File: config.mk
export PLATFORM = sky130hd
export DESIGN_NAME = fetch_decode_queue
export DESIGN_NICKNAME = d
export VERILOG_FILES = /design/src/rtl/fetch_pkg.sv /design/src/rtl/fetch_decode_queue_wrap_ctr.sv /design/src/rtl/fetch_decode_queue.sv
export SDC_FILE = /design/constraint.sdc
export NUM_CORES = 1
export LEC_CHECK = 0
export ABC_AREA = 1
export CAP_MARGIN = 5
export CORE_ASPECT_RATIO = 0.9
export CORE_MARGIN = 10
export CORE_UTILIZATION = 40
export CTS_BUF_LIST = sky130_fd_sc_hd__clkbuf_4 sky130_fd_sc_hd__clkbuf_8
export CTS_CLUSTER_SIZE = 25
export DETAILED_ROUTE_END_ITERATION = 10
export GPL_TIMING_DRIVEN = 0
export PLACE_DENSITY_LB_ADDON = 0.25
export SLEW_MARGIN = 20
export SYNTH_ARGS = -nofsm -noshare
export SYNTH_HDL_FRONTEND = slang
export SYNTH_HIERARCHICAL = 1
export SYNTH_SLANG_ARGS = --single-unit
File: constraint.sdc
create_clock -name clk -period 6.1 [get_ports clk]
set_input_delay 0.61 -clock clk [delete_from_list [all_inputs] [get_ports clk]]
set_output_delay 0.61 -clock clk [all_outputs]
set_load 0.02 [all_outputs]
File: src/rtl/fetch_pkg.sv
// Shared definitions for the fetch/decode boundary of the MIPS pipeline.
package fetch_pkg;

  localparam int PC_W    = 9;
  localparam int INSTR_W = 32;
  localparam int PC_INC  = 4;

  localparam logic [INSTR_W-1:0] NOP_INSTR = 32'h0000_0000;

  // One fetched instruction together with its address.
  typedef struct packed {
    logic [PC_W-1:0]    pc;
    logic [INSTR_W-1:0] instr;
  } fetch_entry_t;

endpackage : fetch_pkg

File: src/rtl/fetch_decode_queue_wrap_ctr.sv
// Pointer counter modulo DEPTH (power of two) with increment enable and
// synchronous clear; used for the queue's read and write pointers.
module wrap_ctr
  import fetch_pkg::*;
#(
  parameter int DEPTH = 4,
  parameter int AW    = $clog2(DEPTH)
) (
  input  logic          clk,
  input  logic          reset,
  input  logic          clr,
  input  logic          inc,
  output logic [AW-1:0] value
);

  logic [AW-1:0] value_r;

  // Advance the pointer; DEPTH is a power of two so the natural overflow
  // of the AW-bit register is the wrap from DEPTH-1 back to 0.
  always_ff @(posedge clk) begin
    if (reset) begin
      value_r <= {AW{1'b0}};
    end else if (clr) begin
      value_r <= {AW{1'b0}};
    end else if (inc) begin
      value_r <= value_r + AW'(1);
    end else begin
      value_r <= value_r;
    end
  end

  assign value = value_r;

endmodule : wrap_ctr

File: src/rtl/fetch_decode_queue.sv
// Instruction queue between fetch and decode. Buffers {PC, instruction}
// pairs so a decode stall does not immediately back-pressure fetch; a flush
// (branch/jump redirect) empties the queue in one cycle.
module fetch_decode_queue
  import fetch_pkg::*;
#(
  parameter int DEPTH   = 4,
  parameter int PC_W    = fetch_pkg::PC_W,
  parameter int INSTR_W = fetch_pkg::INSTR_W
) (
  input  logic                     clk,
  input  logic                     reset,
  input  logic                     flush,
  input  logic                     in_valid,
  output logic                     in_ready,
  input  logic [PC_W-1:0]          in_pc,
  input  logic [INSTR_W-1:0]       in_instr,
  output logic                     out_valid,
  input  logic                     out_ready,
  output logic [PC_W-1:0]          out_pc,
  output logic [INSTR_W-1:0]       out_instr,
  output logic [PC_W-1:0]          out_next_pc,
  output logic [$clog2(DEPTH):0]   count
);

  localparam int AW = $clog2(DEPTH);
  localparam int CW = AW + 1;
  localparam logic [CW-1:0]      FULL_COUNT = CW'(DEPTH);
  localparam logic [PC_W-1:0]    PC_STEP    = PC_W'(PC_INC);
  localparam logic [INSTR_W-1:0] EMPTY_INSTR = INSTR_W'(NOP_INSTR);

  logic [PC_W-1:0]    pc_mem_r    [DEPTH];
  logic [INSTR_W-1:0] instr_mem_r [DEPTH];
  logic [CW-1:0]      count_r;
  logic [AW-1:0]      wr_ptr_s;
  logic [AW-1:0]      rd_ptr_s;
  logic               push_s;
  logic               pop_s;
  logic               full_s;
  logic               empty_s;

  // Ready/valid come only from the occupancy register: a full queue
  // refuses a push even when decode pops in the same cycle.
  assign full_s    = (count_r == FULL_COUNT);
  assign empty_s   = (count_r == {CW{1'b0}});
  assign in_ready  = !full_s;
  assign out_valid = !empty_s;
  assign push_s    = in_valid && !full_s && !flush && !reset;
  assign pop_s     = !empty_s && out_ready && !flush && !reset;
  assign count     = count_r;

  wrap_ctr #(.DEPTH(DEPTH)) u_wr_ptr (
    .clk   (clk),
    .reset (reset),
    .clr   (flush),
    .inc   (push_s),
    .value (wr_ptr_s)
  );

  wrap_ctr #(.DEPTH(DEPTH)) u_rd_ptr (
    .clk   (clk),
    .reset (reset),
    .clr   (flush),
    .inc   (pop_s),
    .value (rd_ptr_s)
  );

  // Write an accepted entry into the slot at the write pointer; storage is
  // never cleared because the outputs are masked while empty.
  always_ff @(posedge clk) begin
    if (push_s) begin
      pc_mem_r[wr_ptr_s]    <= in_pc;
      instr_mem_r[wr_ptr_s] <= in_instr;
    end
  end

  // Occupancy counter: reset and flush empty the queue, a simultaneous
  // push and pop leave it unchanged.
  always_ff @(posedge clk) begin
    if (reset) begin
      count_r <= {CW{1'b0}};
    end else if (flush) begin
      count_r <= {CW{1'b0}};
    end else begin
      case ({push_s, pop_s})
        2'b10:   count_r <= count_r + CW'(1);
        2'b01:   count_r <= count_r - CW'(1);
        default: count_r <= count_r;
      endcase
    end
  end

  // Present the head entry, forced to zero while the queue is empty so
  // stale storage never leaks to decode.
  always_comb begin
    out_pc    = {PC_W{1'b0}};
    out_instr = EMPTY_INSTR;
    if (!empty_s) begin
      out_pc    = pc_mem_r[rd_ptr_s];
      out_instr = instr_mem_r[rd_ptr_s];
    end else begin
      out_pc    = {PC_W{1'b0}};
      out_instr = EMPTY_INSTR;
    end
  end

  // Sequential successor address, wrapping modulo 2^PC_W.
  assign out_next_pc = out_pc + PC_STEP;

endmodule : fetch_decode_queue

# Word level (Yosys, flattened, before mapping)
# Memory sizes are Yosys's and may differ from the RTL's. A register that Yosys moved wholly into a read port is not among the register bits.
# Index checks and enable logic that the tools add are counted.
[word_totals] memories=2 register_bits=7 wordCells=35 ram_bits=164
[classes] addsub=5 n_eq_ne=3 muxes=9 reduce_logical=13
[mem_list] name="instr_mem_r" depth=4 width=32 read_ports=1 rd_ports_with_merged_regs=1 wr=1 line="fetch_decode_queue.sv:33" text="logic [INSTR_W-1:0] instr_mem_r [DEPTH];"
[mem_list] name="pc_mem_r" depth=4 width=9 read_ports=1 rd_ports_with_merged_regs=1 wr=1 line="fetch_decode_queue.sv:32" text="logic [PC_W-1:0] pc_mem_r [DEPTH];"
[ops] cell="2-to-1 mux 32 bit" count=1
[ops] cell="adder 9 x 3 -> 9 bit, second input constant" count=1
[ops] cell="2-to-1 mux 9 bit" count=1
[ops] cell="2-to-1 mux 2 bit" count=4
[ops] cell="logical AND 1 bit" count=6
[ops] cell="case mux 3 bit (2 select lines)" count=1
[ops] cell="adder 2 x 1 -> 2 bit, second input constant" count=2
[ops] cell="logical NOT 1 bit" count=4
[ops] cell="adder 3 x 1 -> 3 bit, second input constant" count=1
[ops] cell="equality test 3 bit, second input constant" count=1
[ops] cell="logical NOT 3 bit" count=1
[ops] cell="subtractor 3 x 1 -> 3 bit, second input constant" count=1
[ops] cell="equality test 2 x 1 -> 1 bit, second input constant" count=1
[ops] cell="equality test 2 bit, second input constant" count=1
[ops] cell="2-to-1 mux 1 bit" count=2
[ops] cell="nonzero test 2 bit" count=1
[ops] cell="OR reduction 2 bit" count=1

# Longest topological paths before layout
# Gate-level depths: netlist of the first run.
[depth] word_depth=7 ltp_mapped=12

# By module
# Netlist of the first run, hierarchy kept.
[modules_own_cells] module="fetch_decode_queue" area_per_inst_um2=6821.5 cells_per_inst=553 instances=1 seq_area_each_um2=4984.8
[modules_own_cells] module="wrap_ctr" area_per_inst_um2=78.8 cells_per_inst=11 instances=2 seq_area_each_um2=40.0

# Least setup slack after synthesis of the first run
# No wires, ideal clock.
[synth_path] kind="in2reg" from="input flush" to="memory instr_mem_r[0][0], enable pin" arrival_time_ns=3.830 setup_slack_ns=1.780 path_stages=3 setup_time_ns=0.490 cell_sequence="nor2_1 > nand3_1 > nor3_1"
[synth_between] elab_chain_len=5
[synth_rtl] item="start: declaration" line="fetch_decode_queue.sv:13" text="input logic flush,"
[synth_rtl] item="logical NOT 1 bit" line="fetch_decode_queue.sv:48" text="assign push_s = in_valid && !full_s && !flush && !reset;"
[synth_rtl] item="logical AND 1 bit (2 in series)" line="fetch_decode_queue.sv:48"
[synth_rtl] item="2-to-1 mux 1 bit" line="fetch_decode_queue.sv:71" text="if (push_s) begin"
[synth_rtl] item="2-to-1 mux 1 bit (implied by the code)" line="fetch_decode_queue.sv:73" text="instr_mem_r[wr_ptr_s] <= in_instr;"
[synth_rtl] item="end: declaration" line="fetch_decode_queue.sv:33"
# No other way between the ends.

==> impl_metrics.tcl, run 1 <==
set metrics [dict create \
    h-tree-depth 4 \
    status "complete, no violations" \
    portBuffers 100 \
    combPwrFrac 0.055 \
    startpoint_type "register" \
    layout_common_cells "164 x edfxtp_1, 150 x nor2_1, 100 x clkdlybuf4s50_1" \
    cts_buffers 17 \
    place_inst 934 \
    p_int_uw 1670 \
    max_freq_mhz 286 \
    cp.required_ns 5.49 \
    synthTopCellsByArea "edfxtp_1 71%, nor2_1 8.1%, o21ai_0 4.3%" \
    die_w_um 159 \
    grt_pass1_vias 4750 \
    r2r-start "count[1]" \
    n_antenna_cell 0 \
    swShare 0.218 \
    insertion_delay_ns 0.46 \
    r2r_setup_slack_ns 3.43 \
    vias 4673 \
    worst_pin_slew_ns 0.632 \
    reg2reg_to "count[2]" \
    worst_ep_arrival_time_ns 2.89 \
    finalSetupViolCount 0 \
    cts_resized 0 \
    hold_path_class "reg -> reg" \
    grt_overflow 0 \
    synth.distinct_cells 24 \
    synth-seq-cells 171 \
    drt_iter0_drc 321 \
    grt_pass1_wl_um 26200 \
    avgSynthCellArea_um2 12.1 \
    whs_path_depth 2 \
    syn_nets 624 \
    core_mm2 0.0170 \
    syn-cell-area_mm2 0.00698 \
    clkPwrFrac 0.337 \
    postCtsHoldBufs 0 \
    rows 45 \
    rsz0062_at_grt "no" \
    final-seq-area_mm2 0.00506 \
    synth_top_cell_by_area "edfxtp_1" \
    cts_tree "yes" \
    place.gp.congestion 0.753 \
    crit_slowest_cell "clkdlybuf4s50_1" \
    drc 0 \
    clock_sinks 171 \
    n_fill_cell 1482 \
    yosysSeqAreaShare 0.726 \
    antenna_found_initial 0 \
    min_from "count[2]" \
    cap_viol_max_count 0 \
    crit_type "reg -> out" \
    layout_commonest_cell "edfxtp_1" \
    cp_common_cell "nand2_1" \
    cpPeakStageDelay_ns 0.62 \
    start_util 0.410 \
    nets 767 \
    vdd_drop_max_v 0.000133 \
    hold_violations 0 \
    whs_endpoint "count[2]" \
    cp_max_fo 10 \
    io-pin-count 101 \
    track_usage 0.145 \
    grt_max_degree 17 \
    ctsRootBufferMaster "clkbuf_8" \
    wl_um 16800 \
    crit_chain "inv_2 > buf_6 > nand2_1 > nand3_1 > a21oi_1 > ha_1 > nand2_1 > nor2_2 > xor2_1 > clkdlybuf4s50_1" \
    finalNonFillerCells 966 \
    postCtsSetupRepairBufs 0 \
    ys_warn_count 6 \
    crit_path_end_kind "output port" \
    min_period_over_period 0.574 \
    sequentialPowerShare 0.608 \
    post_drt_wl_per_cell_um 17.4 \
    reg2reg_depth 12 \
    clk_path_buf_depth 2 \
    die_h_um 145 \
    slew_viol_final 0 \
    synth_top_area_frac 0.706 \
    cts.clk_slew.worst_paths_ns 0.09 \
    relSlewSlack 0.576 \
    die_area_mm2 0.0231 \
    via_per_inst 4.84 \
    cpLargestDelayFamily "buffers and inverters" \
    clock_skew_ns 0.00819 \
    tns_ns 0 \
    crit_buf_inv 3 \
    p_per_area_mw_per_mm2 240 \
    synthCells 575 \
    multi_input_area_mm2 0.00161 \
    dp_slack_ns 3.00 \
    drive_gt1_frac 0.135 \
    area_growth_syn_to_layout_pct 27.2 \
    ant_nets 0 \
    p_switching_uw 466 \
    first_pass_iters 7 \
    timing.final.ws_setup_ns 2.60 \
    p_leak_uw 0.00309 \
    place_hpwl_um 11600 \
    min_period_ns 3.50 \
]
-- stage by stage --
step / hold WS (ns) / area [um^2] / power, uW / util
2_1_floorplan: 0.516 / 6980 / 1370 / -
3_5_place_dp: 0.523 / 8520 / 1440 / 0.501
4_1_cts: 0.541 / 8880 / 2150 / 0.522
6_report: 0.556 / 8880 / 2130 / 0.522
5_1_grt: 0.561 / 8880 / 2220 / 0.522
3_3_place_gp: 0.520 / 8270 / 1440 / 0.487
-- worst reg2reg max path, delay by kind of cell (launching register included) --
family          cells  cell delay (ns)
compound gates      4             0.50
fa+ha+maj           2             0.58
buf+inv             4             0.59
flops               1             0.39
simple gates        2             0.51
-- routing by layer --
metal | track usage | vias to the layer above | part of all wire | routed length, um
met4 | 0.0574 | 0 | 0.016 | 271
met1 | 0.179 | 2235 | 0.44 | 7360
met2 | 0.239 | 129 | 0.49 | 8270
li1 | - | 2289 | - | -
met3 | 0.0356 | 20 | 0.052 | 873
met5 | 0 | - | 0 | 0
-- synthesized netlist by cell type (all sizes together) --
cell / number
nand2: 45
nand3: 22
fa: 1
o21ai: 75
a21oi: 42
clkbuf: 5
buf: 25
nor3: 5
nor2: 154
ha: 2
inv: 26
edfxtp: 164
xor2: 2
dfxtp: 7
-- sequential cells by signal, summed over array words and instances, names as in the netlist --
signal	flops
count	3
pc_mem_r	36
instr_mem_r	128
u_wr_ptr/value	2
u_rd_ptr/value	2
-- power groups by stage --
stage | Clock, uW | Combinational (uW) | Sequential, uW
after floorplan | 0 | 41.8 | 1330
after global placement | 0 | 111 | 1330
after detailed placement | 0 | 118 | 1320
after CTS | 738 | 118 | 1300
after global routing | 793 | 127 | 1300
final | 720 | 117 | 1300
-- worst max path at each step --
stage / depth (start not counted) / slack, ns / start / to
after detailed placement: 7 / 3.00 / flush / instr_mem_r[2][17]
after CTS: 10 / 2.55 / u_rd_ptr/value[0] / out_next_pc[6]
after floorplan: 3 / 1.78 / flush / instr_mem_r[0][0]
after global placement: 4 / -1.25 / flush / instr_mem_r[2][16]
final: 10 / 2.60 / u_rd_ptr/value[0] / out_next_pc[6]
after global routing: 10 / 2.35 / u_rd_ptr/value[0] / out_next_pc[6]
-- logic make-up (layout without fill, tap and decap cells) --
kind of cell             count (synthesis)  after routing  share of synthesized area
AO/OA/AOI/OAI                          117            117                     0.0844
XOR/XNOR                                 2              2                    0.00251
adder cells (fa/ha/maj)                  3              3                    0.00645
buffers and inverters                   56            212                     0.0466
flip-flops                             171            171                      0.726
AND/OR/NAND/NOR                        226            226                      0.134
-- final cells by class --
| type | count | area share |
|---|---|---|
| sequential | 171 | 0.570 |
| tap | 235 | 0.0331 |
| buffer | 30 | 0.0256 |
| inverter | 26 | 0.0110 |
| clock buffer | 17 | 0.0264 |
| timing repair buffer | 124 | 0.138 |
| multi-input combinational | 348 | 0.181 |
| clock inverter | 15 | 0.0141 |
Power figures use the tool's default switching activity.
==> run 2: changes to the inputs <==
clock period = 3 ns   (was 6.1 ns; I/O delays follow)
==> run 2 against run 1 <==
Effect of this change: critical path depth is 5 lower; non-clock buffer count stayed put; core utilization is 0.15 points higher; sequential power is 100% higher; routed wire length hardly changed; flip-flop and latch count stayed put; clock skew hardly changed.
==> impl_metrics.tcl, run 2 (synthesized netlist as in run 1, its figures left out) <==
set metrics [dict create \
    start_util 0.410 \
    nets 767 \
    worst_ep_arrival_time_ns 2.57 \
    grt_max_degree 17 \
    track_usage 0.145 \
    vias 4680 \
    antenna_found_initial 0 \
    startpoint_type "register" \
    slew_viol_final 0 \
    clock_skew_ns 0.00821 \
    clk_path_buf_depth 2 \
    h-tree-depth 4 \
    drc 0 \
    cts.clk_slew.worst_paths_ns 0.09 \
    max_freq_mhz 349 \
    relSlewSlack 0.576 \
    cts_tree "yes" \
    rows 45 \
    portBuffers 100 \
    wl_um 16800 \
    finalSetupViolCount 0 \
    reg2reg_depth 12 \
    drt_iter0_drc 320 \
    cp_max_fo 10 \
    grt_pass1_wl_um 26300 \
    clkPwrFrac 0.338 \
    place_hpwl_um 11600 \
    min_period_over_period 0.955 \
    crit_type "reg -> out" \
    n_antenna_cell 0 \
    hold_path_class "in -> reg" \
    post_drt_wl_per_cell_um 17.4 \
    min_from "in_pc[3]" \
    insertion_delay_ns 0.46 \
    postCtsSetupRepairBufs 0 \
    place.gp.congestion 0.753 \
    finalNonFillerCells 966 \
    area_growth_syn_to_layout_pct 27.6 \
    io-pin-count 101 \
    hold_violations 0 \
    ctsRootBufferMaster "clkbuf_8" \
    whs_endpoint "pc_mem_r[3][3]" \
    cts_buffers 17 \
    grt_overflow 0 \
    via_per_inst 4.84 \
    first_pass_iters 5 \
    worst_pin_slew_ns 0.632 \
    cap_viol_max_count 0 \
    cp.required_ns 2.70 \
    power.total_uw 4350 \
    min_period_ns 2.87 \
    place_inst 934 \
    sequentialPowerShare 0.607 \
    whs_path_depth 1 \
    combPwrFrac 0.055 \
    p_int_uw 3390 \
    p_switching_uw 954 \
    p_leak_uw 0.00316 \
    r2r_setup_slack_ns 0.39 \
    swShare 0.220 \
    status "complete, no violations" \
    vdd_drop_max_v 0.000270 \
    regMostFlops "instr_mem_r" \
    reg2reg_to "count[2]" \
    layout_common_cells "164 x edfxtp_1, 150 x nor2_1, 95 x clkdlybuf4s50_1" \
    postCtsHoldBufs 0 \
    r2r-start "count[1]" \
    crit_path_end_kind "output port" \
    layout_commonest_cell "edfxtp_1" \
    ant_nets 0 \
    grt_pass1_vias 4761 \
    p_per_area_mw_per_mm2 488 \
    core_mm2 0.0170 \
    die_w_um 159 \
    rsz0062_at_grt "no" \
    clock_sinks 171 \
    die_area_mm2 0.0231 \
    die_h_um 145 \
    drive_gt1_frac 0.141 \
    largest_register_ffs 128 \
]
[run 2: final cells by class]
| type | instances | area [um^2] |
|---|---|---|
| Fill cell | 1484 | 8100 |
| Sequential cell | 171 | 5070 |
| Multi-Input combinational cell | 348 | 1620 |
| Timing Repair Buffer | 124 | 1230 |
| Tap cell | 235 | 294 |
| Clock buffer | 17 | 234 |
| Buffer | 30 | 228 |
| Clock inverter | 15 | 125 |
| Inverter | 26 | 100 |
[run 2: worst max-delay path, cell delays in order, from the launching register on]
cell and delay [ns]:
dfxtp_2 0.37, inv_4 0.14, clkbuf_1 0.45, o21ai_0 0.20, a21oi_1 0.27, clkdlybuf4s50_1 0.67
[run 2: stage by stage]
stage / hold slack, ns / setup TNS, ns / utilization / setup WS (ns) / area, um^2
after floorplan: 0.399 / -201.45 / - / -1.23 / 6980
after global placement: 0.520 / -658.11 / 0.487 / -4.04 / 8270
after detailed placement: 0.523 / 0 / 0.501 / 0.214 / 8520
after CTS: 0.437 / 0 / 0.523 / 0.0490 / 8890
after global routing: 0.448 / 0 / 0.524 / 0.000855 / 8900
final: 0.472 / 0 / 0.524 / 0.134 / 8900
[run 2: layer usage]
metal,vias up,part of all wire,global-route usage
li1,2293,-,-
met1,2246,0.44,0.179
met2,121,0.49,0.240
met3,20,0.048,0.0356
met4,0,0.016,0.0574
met5,-,0,0
[run 2: worst max-delay path by stage]
| stage | depth (start not counted) | end | slack (ns) | from |
|---|---|---|---|---|
| 2_1_floorplan | 5 | instr_mem_r[0][0] | -1.23 | count[2] |
| 3_3_place_gp | 4 | instr_mem_r[2][16] | -4.04 | flush |
| 3_5_place_dp | 7 | instr_mem_r[2][17] | 0.21 | flush |
| 4_1_cts | 9 | out_pc[0] | 0.05 | u_rd_ptr/value[0] |
| 5_1_grt | 8 | out_next_pc[0] | 0.0009 | u_rd_ptr/value[0] |
| 6_report | 5 | out_instr[2] | 0.13 | u_rd_ptr/value[0] |
[run 2: timing repair]
action                     CTS  global route
setup endpoints to repair    5             4
pin swaps                    0             0
resized for setup            7             4
gates cloned                 0             0
[run 2: power groups by stage]
stage / sequential [uW] / combinational (uW) / clock (uW)
2_1_floorplan: 2690 / 85.1 / 0
3_3_place_gp: 2690 / 226 / 0
3_5_place_dp: 2690 / 240 / 0
4_1_cts: 2640 / 241 / 1500
5_1_grt: 2640 / 258 / 1610
6_report: 2640 / 238 / 1470
==> run 3: changes to the inputs <==
CAP_MARGIN = 20   (was 5)
==> run 3 against run 2 <==
Effect of this change: via count is 0.92% higher; critical endpoint unchanged; global-route usage decreased by 0.052 points; critical path type unchanged; total power rose by 5.0%.
==> impl_metrics.tcl, run 3 (synthesized netlist as in run 1, its figures left out) <==
set metrics [dict create \
    status "complete, no violations" \
    placed_area_mm2 0.00852 \
    min_period_ns 2.88 \
    die_w_um 159 \
    vias 4723 \
    cpLargestDelayFamily "buffers and inverters" \
    whs_path_depth 1 \
    drt_iter0_drc 300 \
    slew_viol_final 0 \
    area_growth_syn_to_layout_pct 28.4 \
    r2r_setup_slack_ns 0.39 \
    clock_skew_ns 0.0115 \
    n_antenna_cell 0 \
    regMostFlops "instr_mem_r" \
    place.gp.congestion 0.753 \
    track_usage 0.144 \
    min_period_over_period 0.960 \
    io-pin-count 101 \
    vdd_drop_max_v 0.000267 \
    portBuffers 100 \
    grt_max_degree 17 \
    reg2reg_to "count[2]" \
    place_hpwl_um 11700 \
    reg2reg_depth 12 \
    relSlewSlack 0.579 \
    drc 0 \
    design_area_mm2 0.00896 \
    min_from "in_instr[18]" \
    die_h_um 145 \
    layout.core_utilization 0.527 \
    worst_ep_arrival_time_ns 2.58 \
    grt_pass1_wl_um 26200 \
    startpoint_type "register" \
    postCtsSetupRepairBufs 0 \
    cp_max_fo 10 \
    first_pass_iters 5 \
    largest_register_ffs 128 \
    cts_buffers 17 \
    hold_path_class "in -> reg" \
    cap_viol_max_count 0 \
    cts_tree "yes" \
    antenna_found_initial 0 \
    wl_um 16600 \
    post_drt_wl_per_cell_um 17.2 \
    clock_sinks 171 \
    crit_slowest_cell "clkdlybuf4s50_1" \
    via_per_inst 4.89 \
    worst_pin_slew_ns 0.629 \
    p_leak_uw 0.00320 \
    crit_type "reg -> out" \
    cts.clk_slew.worst_paths_ns 0.09 \
    n_fill_cell 1467 \
    clk_path_buf_depth 2 \
    cp.required_ns 2.70 \
    p_per_area_mw_per_mm2 509 \
    crit_chain "inv_4 > clkbuf_1 > o21ai_0 > a21oi_1 > clkdlybuf4s50_1" \
    layout_common_cells "164 x edfxtp_1, 150 x nor2_1, 94 x clkdlybuf4s50_1" \
    die_area_mm2 0.0231 \
    tns_ns 0 \
    start_util 0.410 \
    grt_pass1_vias 4719 \
    h-tree-depth 4 \
    rows 45 \
    finalSetupViolCount 0 \
    nets 767 \
    dp_slack_ns 0.190 \
    ant_nets 0 \
    cpPeakStageDelay_ns 0.67 \
    layout_commonest_cell "edfxtp_1" \
    timing.final.ws_setup_ns 0.119 \
    hold_violations 0 \
    drive_gt1_frac 0.144 \
    insertion_delay_ns 0.46 \
    crit_path_end_kind "output port" \
    ctsRootBufferMaster "clkbuf_8" \
    r2r-start "count[1]" \
    grt_overflow 0 \
    max_freq_mhz 347 \
    crit_buf_inv 3 \
    whs_endpoint "instr_mem_r[0][18]" \
    rsz0062_at_grt "no" \
    core_mm2 0.0170 \
]
run 3: worst max path at each step:
stage | from | endpoint | slack, ns | cells after the start
after CTS | u_rd_ptr/value[0] | out_pc[0] | 0.05 | 9
after global placement | flush | instr_mem_r[2][16] | -4.04 | 4
after detailed placement | flush | instr_mem_r[2][11] | 0.19 | 7
final | u_rd_ptr/value[0] | out_instr[2] | 0.12 | 5
after floorplan | count[2] | instr_mem_r[0][0] | -1.23 | 5
after global routing | u_rd_ptr/value[0] | out_next_pc[0] | 0.0008 | 8
run 3: layout make-up:
cell class / instances / area (um^2) / area share
multi-input combinational: 348 / 1620 / 0.181
timing repair buffer: 124 / 1230 / 0.137
sequential: 171 / 5070 / 0.566
buffer: 30 / 228 / 0.0254
clock inverter: 13 / 175 / 0.0196
tap: 235 / 294 / 0.0328
inverter: 26 / 100 / 0.0112
clock buffer: 18 / 241 / 0.0270
run 3: worst reg2reg max path: stages (launching register included):
cell and delay [ns]:
dfxtp_1 0.40, inv_1 0.12, nand3_4 0.17, inv_2 0.15, buf_2 0.25, nor2_1 0.30, ha_1 0.21, inv_1 0.06
fa_1 0.37, a21oi_1 0.14, o21ai_0 0.12, o21ai_0 0.16, a21oi_1 0.05
run 3: where the power goes:
group / internal, uW / switching [uW]
combinational: 112 / 125
clock: 903 / 786
sequential: 2630 / 5.49
run 3: per-stage QoR:
step,hold WS [ns],cells,power [uW]
floorplan,0.399,575,2780
global placement,0.520,910,2920
detailed placement,0.525,934,2930
CTS,0.439,965,4600
global route,0.449,965,4720
finish,0.467,965,4560
run 3: repair_timing:
action                     CTS  global route
pin swaps                    0             1
hold buffers                 0             0
setup endpoints to repair    6             5
gates resized for setup      7             5
cloned                       0             0
hold endpoints to repair     0             0
run 3: per-layer routing:
layer	global-route usage	wire length, um	part of all wire
met2	0.240	8140	0.49
met3	0.0336	976	0.059
met5	0	0	0
met4	0.0625	304	0.018
met1	0.176	7180	0.43
